## src/rtl/risc_mem_bridge.sv

```systemverilog
// Registered request/ready bridge from the RISC load/store unit to a single-port RAM with switch/LED I/O.
// Optional RISC_MEM_BRIDGE_WBUF_EN posts RAM writes (IDLE->RESP, ram_we high during RESP).
module risc_mem_bridge #(
  parameter int          data_width  = 16,
  parameter int          addr_width  = 9,
  parameter int          rd_latency  = 1,
  parameter int unsigned io_led_addr = 32'h100,
  parameter int unsigned io_sw_addr  = 32'h140
) (
  input  logic                  clk,
  input  logic                  reset,
  input  logic [1:0]            cpu_cmd,
  input  logic [addr_width-1:0] cpu_addr,
  input  logic [data_width-1:0] cpu_wdata,
  output logic [data_width-1:0] cpu_rdata,
  output logic                  cpu_ready,
  output logic [addr_width-1:0] ram_addr,
  output logic [data_width-1:0] ram_din,
  output logic                  ram_we,
  input  logic [data_width-1:0] ram_dout,
  input  logic [7:0]            sw,
  output logic [7:0]            led,
  output logic                  err
);

  typedef enum logic [1:0] {
    S_IDLE    = 2'd0,
    S_RD_WAIT = 2'd1,
    S_WR      = 2'd2,
    S_RESP    = 2'd3
  } state_t;

  localparam logic [1:0] CMD_NONE  = 2'b00;
  localparam logic [1:0] CMD_READ  = 2'b01;
  localparam logic [1:0] CMD_WRITE = 2'b10;
  localparam logic [1:0] CMD_RSVD  = 2'b11;

  localparam logic [addr_width-1:0] LED_ADDR = io_led_addr[addr_width-1:0];
  localparam logic [addr_width-1:0] SW_ADDR  = io_sw_addr[addr_width-1:0];
  localparam logic [2:0]            LAT      = 3'(rd_latency);

  state_t                r_state;
  logic [2:0]            r_cnt;
  logic [data_width-1:0] r_rdata;
  logic                  r_ready;
  logic [addr_width-1:0] r_ram_addr;
  logic [data_width-1:0] r_ram_din;
  logic                  r_ram_we;
  logic [7:0]            r_led;
  logic                  r_err;

  logic w_is_led;
  logic w_is_sw;

  assign w_is_led = (cpu_addr == LED_ADDR);
  assign w_is_sw  = (cpu_addr == SW_ADDR);

  // Bridge FSM; every output comes straight from a register here.
  always_ff @(posedge clk or negedge reset) begin
    if (!reset) begin
      r_state    <= S_IDLE;
      r_cnt      <= 3'd0;
      r_rdata    <= '0;
      r_ready    <= 1'b0;
      r_ram_addr <= '0;
      r_ram_din  <= '0;
      r_ram_we   <= 1'b0;
      r_led      <= 8'd0;
      r_err      <= 1'b0;
    end else begin
      r_ready <= 1'b0;
      case (r_state)
        S_IDLE: begin
          case (cpu_cmd)
            CMD_READ: begin
              if (w_is_sw) begin
                r_rdata <= data_width'(sw);
                r_ready <= 1'b1;
                r_state <= S_RESP;
              end else if (w_is_led) begin
                r_rdata <= '0;
                r_ready <= 1'b1;
                r_state <= S_RESP;
              end else begin
                r_ram_addr <= cpu_addr;
                r_cnt      <= LAT;
                r_state    <= S_RD_WAIT;
              end
            end
            CMD_WRITE: begin
              if (w_is_led) begin
                r_led   <= cpu_wdata[7:0];
                r_ready <= 1'b1;
                r_state <= S_RESP;
              end else if (w_is_sw) begin
                r_rdata <= '0;
                r_ready <= 1'b1;
                r_state <= S_RESP;
              end else begin
                r_ram_addr <= cpu_addr;
                r_ram_din  <= cpu_wdata;
                r_ram_we   <= 1'b1;
`ifdef RISC_MEM_BRIDGE_WBUF_EN
                r_ready    <= 1'b1;
                r_state    <= S_RESP;
`else
                r_state    <= S_WR;
`endif
              end
            end
            CMD_RSVD: begin
              r_err   <= 1'b1;
              r_ready <= 1'b1;
              r_state <= S_RESP;
            end
            CMD_NONE: r_state <= S_IDLE;
            default:  r_state <= S_IDLE;
          endcase
        end
        // The counter runs down to zero and then one more edge passes, so ram_dout has settled before capture.
        S_RD_WAIT: begin
          if (r_cnt == 3'd0) begin
            r_rdata <= ram_dout;
            r_ready <= 1'b1;
            r_state <= S_RESP;
          end else begin
            r_cnt <= r_cnt - 3'd1;
          end
        end
        S_WR: begin
          r_ram_we <= 1'b0;
          r_ready  <= 1'b1;
          r_state  <= S_RESP;
        end
        S_RESP: begin
          r_ram_we <= 1'b0;
          r_state  <= S_IDLE;
        end
        default: r_state <= S_IDLE;
      endcase
    end
  end

  assign cpu_rdata = r_rdata;
  assign cpu_ready = r_ready;
  assign ram_addr  = r_ram_addr;
  assign ram_din   = r_ram_din;
  assign ram_we    = r_ram_we;
  assign led       = r_led;
  assign err       = r_err;

endmodule
```

## config.mk

```make
export PLATFORM = sky130hd
export DESIGN_NAME = risc_mem_bridge
export DESIGN_NICKNAME = d
export VERILOG_FILES = /design/src/rtl/risc_mem_bridge.sv
export SDC_FILE = /design/constraint.sdc
export NUM_CORES = 1
export LEC_CHECK = 0
export ABC_CLOCK_PERIOD_IN_PS = 3000
export CAP_MARGIN = 40
export CORE_AREA = 8 8 120 67
export DETAILED_ROUTE_END_ITERATION = 10
export DIE_AREA = 0 0 128 75
export MAX_ROUTING_LAYER = met4
export PLACE_DENSITY = 0.76
export SYNTH_ARGS = -nofsm -noshare
export SYNTH_HDL_FRONTEND = slang
export SYNTH_SLANG_ARGS = --single-unit
```

## constraint.sdc

```tcl
create_clock -name clk -period 3 [get_ports clk]
set_input_delay 0.9 -clock clk [delete_from_list [all_inputs] [get_ports clk]]
set_output_delay 0.9 -clock clk [all_outputs]
set_load 0.02 [all_outputs]
```

==> results.yml <==
run_status:
  outcome: "complete, no violations"
synthesis:
  syn_inst: 208
  synth_nets: 272
  ys_seq_area_frac: 0.5320
  yosysUniqueCellTypes: 34
  syn_avg_cell_area_um2: 12.89
  yosysWarnings: 0
  netlist_area_um2: 2681
  synth_seq_cells: 57
global_routing:
  grt-ovfl-total: 0
  antenna_found_initial: 0
  grtUsageTotal: 0.1621
  grt_first_pass_wirelength_um: 11470
  first_global_vias: 2253
  grt_max_degree: 31
sta:
  slew_headroom: 0.4985
  clock_skew_ns: 0.005962
  hold_viol_final: 0
  setup_viol: 0
  whs_ns: 0.4938
  tightest_slew_ns: 0.7495
  post-route-period-util: 0.9385
  slew_violations: 0
  rsz0062_at_grt: "no"
  maxClockFrequency_mhz: 355.2
  min_period_ns: 2.815
worst_setup_path:
  reg2reg_slack_ns: 0.61
  r2r_cells: 5
  rr_startpoint: "r_state[0]"
  crit_path_max_fanout: 8
  required_ns: 3.21
  startpoint_type: "input pin"
  end_kind: "register"
  cp.arrival_ns: 3.02
  critical_path_class: "input pin to register"
  crit_start: "cpu_addr[5]"
  crit_end: "led[6]"
  r2r_end: "ram_addr[5]"
floorplan:
  rows: 21
  initial_core_util: 0.4217
  die_h_um: 75
  io_pins: 105
  die_w_um: 128
  core_area_um2: 6359
  die_area_um2: 9600
route:
  num_vias: 2037
  wirelength_um: 7070
  detail_route.wl_per_cell_um: 16.67
  drc: 0
  via_per_inst: 4.804
  first_iter_violations: 80
  ant_nets: 0
  first_pass_iters: 4
hold_path:
  hold_path_depth: 1
  hold_path_class: "register to register"
power:
  power_density_nw_per_um2: 973.1
  power_leakage_nw: 1.841
  power_mw: 4.104
  ir_drop_uv: 546.1
placement:
  dp_hpwl_um: 5402
  portBuffers: 104
  dp_cells: 409
  gp_congestion: 0.8014
  post_dp_cell_area_um2: 3923
job:
  cap_viol_max_count: 0
clock_network:
  htreeDepth: 3
  root_buffer: "clkbuf_16"
  clk_latency_ns: 0.33
  cts_tree: "yes"
  cts_buffer_depth: 2
  cts_setup_buffers: 0
  clkSinkCount: 57
  postCtsHoldBufs: 0
  clkTransAtPathRegs_ns: 0.05
  cts_buffers: 9
  cts_resized: 0
final_layout:
  layout.cells.non_filler: 424
  n_antenna_cell: 0
  fin_area_um2: 4218
  utilization: 0.6633
  drive_above_1_share: 0.2349
  finalNetCount: 392
  areaGrowthSynthToFinish_pct: 57.30
## placed cells by master (no fill, tap or decap), drive strengths merged, types with 2 or more instances in the layout
cell | synthesis | layout
clkdlybuf4s50 | 0 | 103
dfrtp | 57 | 57
mux2 | 43 | 43
inv | 15 | 15
buf | 2 | 14
ha | 11 | 11
nand2 | 10 | 10
clkbuf | 6 | 10
nor2 | 8 | 8
mux2i | 8 | 8
a22o | 8 | 8
a21oi | 8 | 8
o21ai | 5 | 5
or3 | 4 | 4
clkinv | 0 | 3
nand3 | 2 | 2
a211oi | 2 | 2
nor2b | 2 | 2
o22ai | 2 | 2
nand2b | 2 | 2
## layout make-up
| class | count | area [µm²] |
|---|---|---|
| flip-flops and latches | 57 | 1426 |
| multi-input cells | 128 | 1154 |
| fillers | 515 | 2141 |
| well taps | 92 | 115.1 |
| clock inverters | 5 | 56.30 |
| inverters | 15 | 56.30 |
| repair buffers | 117 | 1171 |
| clock buffers | 10 | 239.0 |
## state kept, by name, indices dropped and copies added, names as in the netlist, 2 cells and up
name,flops
ram_din,16
cpu_rdata,16
r_cnt,3
r_state,2
led,8
ram_addr,9
## layer usage
layer / GRT usage / vias up / wire [µm]
met4: 0.06266 / 0 / 110
met3: 0.09046 / 14 / 702
li1: - / 976 / -
met2: 0.2113 / 67 / 2880
met1: 0.2021 / 980 / 3377
met5: - / - / 0
## worst min-delay path by stage
stage	from	to	slack (ns)
floorplan	r_cnt[0]	r_cnt[0]	0.51
global placement	err	err	0.44
detailed placement	err	err	0.48
CTS	err	err	0.49
global route	err	err	0.50
finish	err	err	0.49
## worst max-delay path, stage by stage
cell and delay [ns]:
clkdlybuf4s50_1 0.42, or4b_4 0.54, or2_4 0.26, or3_1 0.39
buf_4 0.21, mux2_4 0.30
## cell usage after synthesis
cell | instances | area [µm²]
a2111oi_0 | 1 | 8.760
a211oi_1 | 2 | 15.01
a21o_1 | 1 | 7.510
a21oi_1 | 7 | 35.03
a21oi_2 | 1 | 8.760
a22o_1 | 8 | 70.07
a311o_1 | 1 | 10.01
and3b_1 | 1 | 8.760
buf_6 | 2 | 22.52
clkbuf_1 | 6 | 22.52
dfrtp_1 | 57 | 1426
ha_1 | 11 | 137.6
inv_1 | 15 | 56.30
mux2_2 | 35 | 394.1
mux2_4 | 8 | 120.1
mux2i_1 | 8 | 80.08
nand2_1 | 10 | 37.54
nand2b_1 | 2 | 12.51
nand3_1 | 2 | 10.01
nand3b_1 | 1 | 7.510
nor2_1 | 8 | 30.03
nor2b_1 | 2 | 12.51
nor4_2 | 1 | 12.51
o211ai_1 | 1 | 7.510
o21ai_0 | 4 | 20.02
o21ai_1 | 1 | 5.000
o22ai_1 | 2 | 12.51
o31a_1 | 1 | 8.760
o32a_2 | 1 | 11.26
or2_4 | 1 | 8.760
or3_1 | 4 | 25.02
or4_4 | 1 | 11.26
or4b_4 | 1 | 13.76
or4bb_1 | 1 | 11.26
## power by group
group	internal (mW)	total, mW	switching, mW	leakage, nW
sequential	1.06	1.22	0.159	0.718
clock	0.657	0.999	0.342	0.144
combinational	0.987	1.89	0.901	0.979
total	2.70	4.10	1.40	1.84
## through the flow
step,setup slack (ns),TNS (ns)
CTS,0.1955,0
floorplan,0.3266,0
global placement,-0.1056,-1.294
global route,0.1257,0
detailed placement,-0.1418,-2.002
finish,0.1846,0
## logic make-up after synthesis
| kind of cell | Yosys count | synth area share |
|---|---|---|
| compound gates | 31 | 0.08213 |
| fa+ha+maj | 11 | 0.05133 |
| simple gates | 35 | 0.07513 |
| flops | 57 | 0.5320 |
| mux | 51 | 0.2217 |
| buf+inv | 23 | 0.03779 |
Power figures use the tool's default switching activity.
